[src/rtl/sram_bridge_pkg.sv]
// sram_bridge_pkg
// Shared types and constants for the SRAM to SRAM-like bridge.
// Contents:
//   state_e    - bridge FSM state (IDLE, WAIT_DATA, DONE)
//   SIZE_BYTE  - sram-like size code for a byte access
//   SIZE_HALF  - sram-like size code for a halfword access
//   SIZE_WORD  - sram-like size code for a word access
package sram_bridge_pkg;

  typedef enum logic [1:0] {
    IDLE      = 2'd0,
    WAIT_DATA = 2'd1,
    DONE      = 2'd2
  } state_e;

  localparam logic [1:0] SIZE_BYTE = 2'd0;
  localparam logic [1:0] SIZE_HALF = 2'd1;
  localparam logic [1:0] SIZE_WORD = 2'd2;

endpackage

[src/rtl/sram_be_decode.sv]
// sram_be_decode
// Purely combinational decode of SRAM byte enables into an sram-like
// access description.
// Ports:
//   i_wen     in  4  byte enables, 0000 = read
//   o_wr      out 1  1 = write
//   o_size    out 2  SIZE_BYTE / SIZE_HALF / SIZE_WORD
//   o_addr_lo out 2  low address bits for the issued access
//   o_legal   out 1  0 when the enable pattern has no sram-like encoding
module sram_be_decode
  import sram_bridge_pkg::*;
(
  input  logic [3:0] i_wen,
  output logic       o_wr,
  output logic [1:0] o_size,
  output logic [1:0] o_addr_lo,
  output logic       o_legal
);

  always_comb begin
    o_wr      = |i_wen;
    o_size    = SIZE_WORD;
    o_addr_lo = 2'd0;
    o_legal   = 1'b1;
    case (i_wen)
      4'b0000: ;  // read: aligned word
      4'b0001: begin o_size = SIZE_BYTE; o_addr_lo = 2'd0; end
      4'b0010: begin o_size = SIZE_BYTE; o_addr_lo = 2'd1; end
      4'b0100: begin o_size = SIZE_BYTE; o_addr_lo = 2'd2; end
      4'b1000: begin o_size = SIZE_BYTE; o_addr_lo = 2'd3; end
      4'b0011: begin o_size = SIZE_HALF; o_addr_lo = 2'd0; end
      4'b1100: begin o_size = SIZE_HALF; o_addr_lo = 2'd2; end
      4'b1111: ;  // full word write
      // Unencodable patterns still go out as an aligned word write so the
      // pipeline never deadlocks; the caller flags the fault.
      default: o_legal = 1'b0;
    endcase
  end

endmodule

[src/rtl/sram_to_sram_like_bridge.sv]
// sram_to_sram_like_bridge
// Converts a classic single-cycle SRAM pipeline port into an sram-like
// (addr_ok / data_ok handshake) request, stalling the pipeline until data
// returns and holding it in DONE while the whole pipeline stays frozen.
// Ports:
//   clk, rst                         clock, synchronous active-high reset
//   sram_en/wen/addr/wdata  (in)     pipeline access request
//   sram_rdata, stall       (out)    captured read data, pipeline stall
//   req/wr/size/addr/wdata  (out)    sram-like request channel
//   addr_ok/data_ok/rdata   (in)     sram-like handshakes and read data
//   longest_stall           (in)     pipeline still frozen, keep DONE
//   error                   (out)    sticky fault flag
// Build option: SRAM_BRIDGE_TIMEOUT_EN enables a watchdog that forces DONE
// and sets error after TIMEOUT cycles without data.
module sram_to_sram_like_bridge
  import sram_bridge_pkg::*;
#(
  parameter int ADDR_W  = 32,
  parameter int TIMEOUT = 256
) (
  input  logic              clk,
  input  logic              rst,
  input  logic              sram_en,
  input  logic [3:0]        sram_wen,
  input  logic [ADDR_W-1:0] sram_addr,
  input  logic [31:0]       sram_wdata,
  output logic [31:0]       sram_rdata,
  output logic              stall,
  output logic              req,
  output logic              wr,
  output logic [1:0]        size,
  output logic [ADDR_W-1:0] addr,
  output logic [31:0]       wdata,
  input  logic              addr_ok,
  input  logic              data_ok,
  input  logic [31:0]       rdata,
  input  logic              longest_stall,
  output logic              error
);

  state_e      r_state;
  state_e      w_state_next;
  state_e      w_state_eff;
  logic [31:0] r_rdata;
  logic        r_error;
  logic [1:0]  w_addr_lo;
  logic        w_legal;
  logic        w_accept;
  logic        w_capture;
  logic        w_wd_hit;
  logic        w_unused_addr_lo;

  // While rst is high the outputs already behave as in IDLE, so the
  // pipeline sees a clean request/stall picture during the reset cycle.
  assign w_state_eff = rst ? IDLE : r_state;

  assign req   = sram_en && (w_state_eff == IDLE);
  assign stall = sram_en && (w_state_eff != DONE);

  sram_be_decode u_be_decode (
    .i_wen     (sram_wen),
    .o_wr      (wr),
    .o_size    (size),
    .o_addr_lo (w_addr_lo),
    .o_legal   (w_legal)
  );

  assign addr  = {sram_addr[ADDR_W-1:2], w_addr_lo};
  assign wdata = sram_wdata;
  // The incoming low address bits are implied by the byte enables.
  assign w_unused_addr_lo = ^sram_addr[1:0];

  assign w_accept  = req && addr_ok;
  // data_ok only counts for the transaction actually in flight.
  assign w_capture = (r_state == IDLE && w_accept && data_ok) ||
                     (r_state == WAIT_DATA && data_ok);

`ifdef SRAM_BRIDGE_TIMEOUT_EN
  localparam int CNT_W = $clog2(TIMEOUT + 1);

  logic [CNT_W-1:0] r_wd_cnt;
  logic             w_wd_run;

  assign w_wd_run = (r_state == IDLE && req) || (r_state == WAIT_DATA);
  // Counter value k means k waiting cycles already elapsed; the edge that
  // would make it TIMEOUT moves the FSM to DONE instead.
  assign w_wd_hit = w_wd_run && (r_wd_cnt == CNT_W'(TIMEOUT - 1));

  always_ff @(posedge clk) begin
    if (rst || !w_wd_run || w_state_next == DONE) begin
      r_wd_cnt <= '0;
    end else begin
      r_wd_cnt <= r_wd_cnt + 1'b1;
    end
  end
`else
  logic w_unused_timeout;

  // Watchdog compiled out; TIMEOUT stays in the parameter list so both
  // builds share one instantiation.
  assign w_unused_timeout = (TIMEOUT > 0);
  assign w_wd_hit         = 1'b0;
`endif

  always_comb begin
    w_state_next = r_state;
    case (r_state)
      IDLE:      if (w_accept) w_state_next = data_ok ? DONE : WAIT_DATA;
      WAIT_DATA: if (data_ok) w_state_next = DONE;
      DONE:      if (!longest_stall) w_state_next = IDLE;
      default:   w_state_next = IDLE;
    endcase
    if (w_wd_hit) w_state_next = DONE;
  end

  always_ff @(posedge clk) begin
    if (rst) begin
      r_state <= IDLE;
      r_rdata <= 32'd0;
      r_error <= 1'b0;
    end else begin
      r_state <= w_state_next;
      if (w_capture) r_rdata <= rdata;
      if ((req && !w_legal) || w_wd_hit) r_error <= 1'b1;
    end
  end

  assign sram_rdata = r_rdata;
  assign error      = r_error;

endmodule

[config.mk]
export PLATFORM = sky130hd
export DESIGN_NAME = sram_to_sram_like_bridge
export DESIGN_NICKNAME = d
export VERILOG_FILES = /design/src/rtl/sram_bridge_pkg.sv /design/src/rtl/sram_be_decode.sv /design/src/rtl/sram_to_sram_like_bridge.sv
export SDC_FILE = /design/constraint.sdc
export NUM_CORES = 1
export LEC_CHECK = 0
export CORE_ASPECT_RATIO = 2
export CORE_UTILIZATION = 26
export CTS_BUF_LIST = sky130_fd_sc_hd__clkbuf_16
export CTS_CLUSTER_SIZE = 10
export DETAILED_ROUTE_END_ITERATION = 10
export PLACE_DENSITY = 0.77
export SLEW_MARGIN = 5
export SYNTH_ARGS = -nofsm -noshare
export SYNTH_HDL_FRONTEND = slang
export SYNTH_SLANG_ARGS = --single-unit
[constraint.sdc]
create_clock -name clk -period 1.3 [get_ports clk]
set_clock_uncertainty 0.15 [all_clocks]
set_input_delay 0.26 -clock clk [delete_from_list [all_inputs] [get_ports clk]]
set_output_delay 0.26 -clock clk [all_outputs]
set_load 0.03 [all_outputs]
==> results.md <==
* Outcome: finished with violations
* Failing checks: setup timing
* Mean area per synthesized cell at 8.71 sq um
* Worst-path fanout max at 3
* Area grow syn2layout at 42.3%
* Mapped cell area at just under 2000 sq um
* Horiz. Die Dim at 63.7 um
* CP required at 890 ps
* RSZ-0062 raised after global routing: yes
* CP max-delay cell: dfxtp_2
* Max-cap violations at 0
* CP Launch Type: flop
* I/O Buffers at 81
* CP Capture Type: primary output
* TritonCTS Sinks at 35
* Final worst slack at -203 ps
* Final GP Congestion at a little over 0.7
* Worst-Skew Late Latency at 270 ps
* Post-DP HPWL at between 4000 and 5000 um
* Clock power frac at between 30 and 40%
* Switching Share at 25.6%
* Layout Nets at 370
* Endpoints failing hold at 0
* Drt first pass iters at 3
* DIE HEIGHT at ~130 um
* Slew Limit Fails at 0
* Remaining DRCs at 0
* Achievable frequency at 665 MHz
* Drt wl/cell at ~16 um
* Largest stage delay on the critical path at 330 ps
* Largest net degree at the start of global routing at 32
* Total CTS buffers at 5
* Post-synthesis sequential area ratio at 35.4%
* Worst path depth at 4
* Hold Path Cell Cnt at 3
* CP delay by family, top: flip-flops
* PwrDens at 1030 nW/um^2
* CTS tree: done
* H-Tree Depth at 2
* Buf+Inv Stages, Crit Path at 2
* Initial Utilization at 27.0%
* Min cycle time layout at 1500 ps
* Initial drt markers at 43
* Sequential power share at 39.5%
* Initial antenna violation count at 0
* Rows at 44
* Setup TNS at -3850 ps
* Vias in the first global route at about 1,600
* Clock root buffer master: clkbuf_16
* Post-route clock period utilization at 116%
* WL final at 5530 um
* Pint at around 2.2 mW
* Vias at 1,564
* N_diodes at 0
* Share of layout cells above drive strength 1 at 33.5%
* CP Class: flop to primary output
* Worst reg2reg path depth at 6
* Fillers at 715
* Cell count after synthesis at between 200 and 250
* Detail Route Antenna Nets at 0
* CP arrival at 1090 ps
* Yosys warning total at 0
* GRT Resource Usage Total at 14.1%
* Worst-path clk slew at 50 ps
* Seq cells post-synth at 35
* First-pass GRT wire length at 8200 um
* Avg Vias per Cell at 4.41
* Hold crit path type: input pin to flop
* Rel. slew slack at 84.9%
* Peak VDD IR at 0.000494 V
* Leakage at ~1.2 nW
* # setup viols final at 38
* Syn Nets at 333
* DIE AREA at ~8000 sq um
* Logic gate share of total power at 23.1%
* Register Area at roughly 700 sq um
* Total gr overflow at 0
* Slew @ Worst Pin at 224 ps
* Switch Pwr at approximately 0.75 mW
* CP Cell Sequence: buf_6, nor2_4, o21a_4, buf_12
* Yosys cell types at 22
* Total Power at approximately 2.9 mW
* Multi-input gate area at 787 sq um
* Fin Hold WS at 206 ps
* Core Region at about 7300 sq um
* Longest Clk Path Bufs at 2
* IO Pins at 208
[state kept, by name (all words and copies together), names as in the netlist]
register    cells
sram_rdata     32
r_state         2
error           1
[final timing paths]
kind                                    start                     endpoint  slack [ps]
setup reg to reg      r_state[0]$_SDFFE_PP0P_  sram_rdata[15]$_SDFFE_PP0P_        -130
hold / removal                    sram_wen[3]           error$_SDFFE_PP0P_         210
setup / recovery      r_state[0]$_SDFFE_PP0P_                          req        -200
hold reg to reg   sram_rdata[11]$_SDFFE_PP0P_  sram_rdata[11]$_SDFFE_PP0P_         310
[power by group through the flow]
stage / Sequential, mW / Clock, mW / Combinational (mW)
5_1_grt: 1.16 / 1.17 / 0.716
3_3_place_gp: 1.17 / 0 / 0.584
6_report: 1.15 / 1.09 / 0.672
2_1_floorplan: 1.26 / 0 / 0.560
4_1_cts: 1.15 / 1.14 / 0.690
3_5_place_dp: 1.17 / 0 / 0.591
[cells in the final DEF (no fill, tap or decap), types with 2 or more instances in the layout]
cell type	instances
nor2_4	3
buf_4	38
buf_8	3
inv_1	2
buf_16	2
nand2_1	65
dfxtp_2	2
dfxtp_1	33
mux2i_1	32
dlygate4sd2_1	3
clkdlybuf4s50_1	34
buf_12	7
nor3_4	2
buf_6	16
clkbuf_16	5
[tightest hold or removal path, delay by kind of cell]
| family | cells | cell delay, ps |
|---|---|---|
| buffers and inverters | 1 | 110 |
| AO/OA/AOI/OAI | 1 | 150 |
| AND/OR/NAND/NOR | 1 | 90 |
[repair_timing]
action / in CTS / in global routing
pin swaps: 8 / 6
hold buffers: 0 / 0
cloned: 3 / 0
buffers inserted: 5 / 1
setup endpoints to repair: 41 / 39
hold endpoints to repair: 0 / 0
resized for setup: 66 / 5
[cells by family after synthesis]
logic type	count (synthesis)	share of synthesized area [%]
AND/OR/NAND/NOR	78	16.1
buffers and inverters	75	29.2
flip-flops	35	35.4
multiplexers	32	16.2
AO/OA/AOI/OAI	6	2.66
XOR/XNOR	1	0.443
[layout make-up]
cell class / count / share of cell area, %
Clock buffer: 5 / 4.45
Clock inverter: 1 / 0.133
Inverter: 2 / 0.267
Multi-Input combinational cell: 117 / 28.0
Sequential cell: 35 / 25.0
Tap cell: 92 / 4.09
Timing Repair Buffer: 103 / 38.1
[synth_stat cells]
cell type / n / area share (%)
and3_1: 1 / 0.32
clkbuf_1: 2 / 0.38
nor4_1: 1 / 0.32
o31a_2: 1 / 0.51
buf_2: 5 / 1.3
nand4_1: 1 / 0.32
nor3_1: 4 / 1.0
nor3b_2: 1 / 0.63
buf_12: 3 / 3.0
buf_4: 62 / 24
a32o_1: 1 / 0.51
nor3b_1: 1 / 0.38
nor2_1: 4 / 0.76
o21a_1: 2 / 0.76
dfxtp_1: 35 / 35
mux2i_1: 32 / 16
a31o_2: 1 / 0.44
inv_1: 2 / 0.38
xnor2_1: 1 / 0.44
buf_6: 1 / 0.57
nand2_1: 65 / 12
a21oi_2: 1 / 0.44
[layer usage]
layer	track usage [%]	vias to the layer above	part of all wire (%)	routed length [um]
li1	-	740	-	-
met3	6.39	58	12	641
met5	0	-	0	0
met4	14.2	0	9.0	499
met1	12.0	681	31	1720
met2	23.0	85	48	2670
[through the flow]
step | utilization [%] | std cells | setup WS [ps] | cell area [sq um]
after global routing | 38.4 | 355 | -236 | 2810
after detailed placement | 33.4 | 342 | -668 | 2440
after global placement | 33.4 | 342 | -660 | 2440
after CTS | 38.7 | 356 | -239 | 2830
after floorplan | - | 227 | -76.2 | 1990
final | 38.4 | 355 | -203 | 2810
Note: power is estimated with default switching activity, not from simulation.
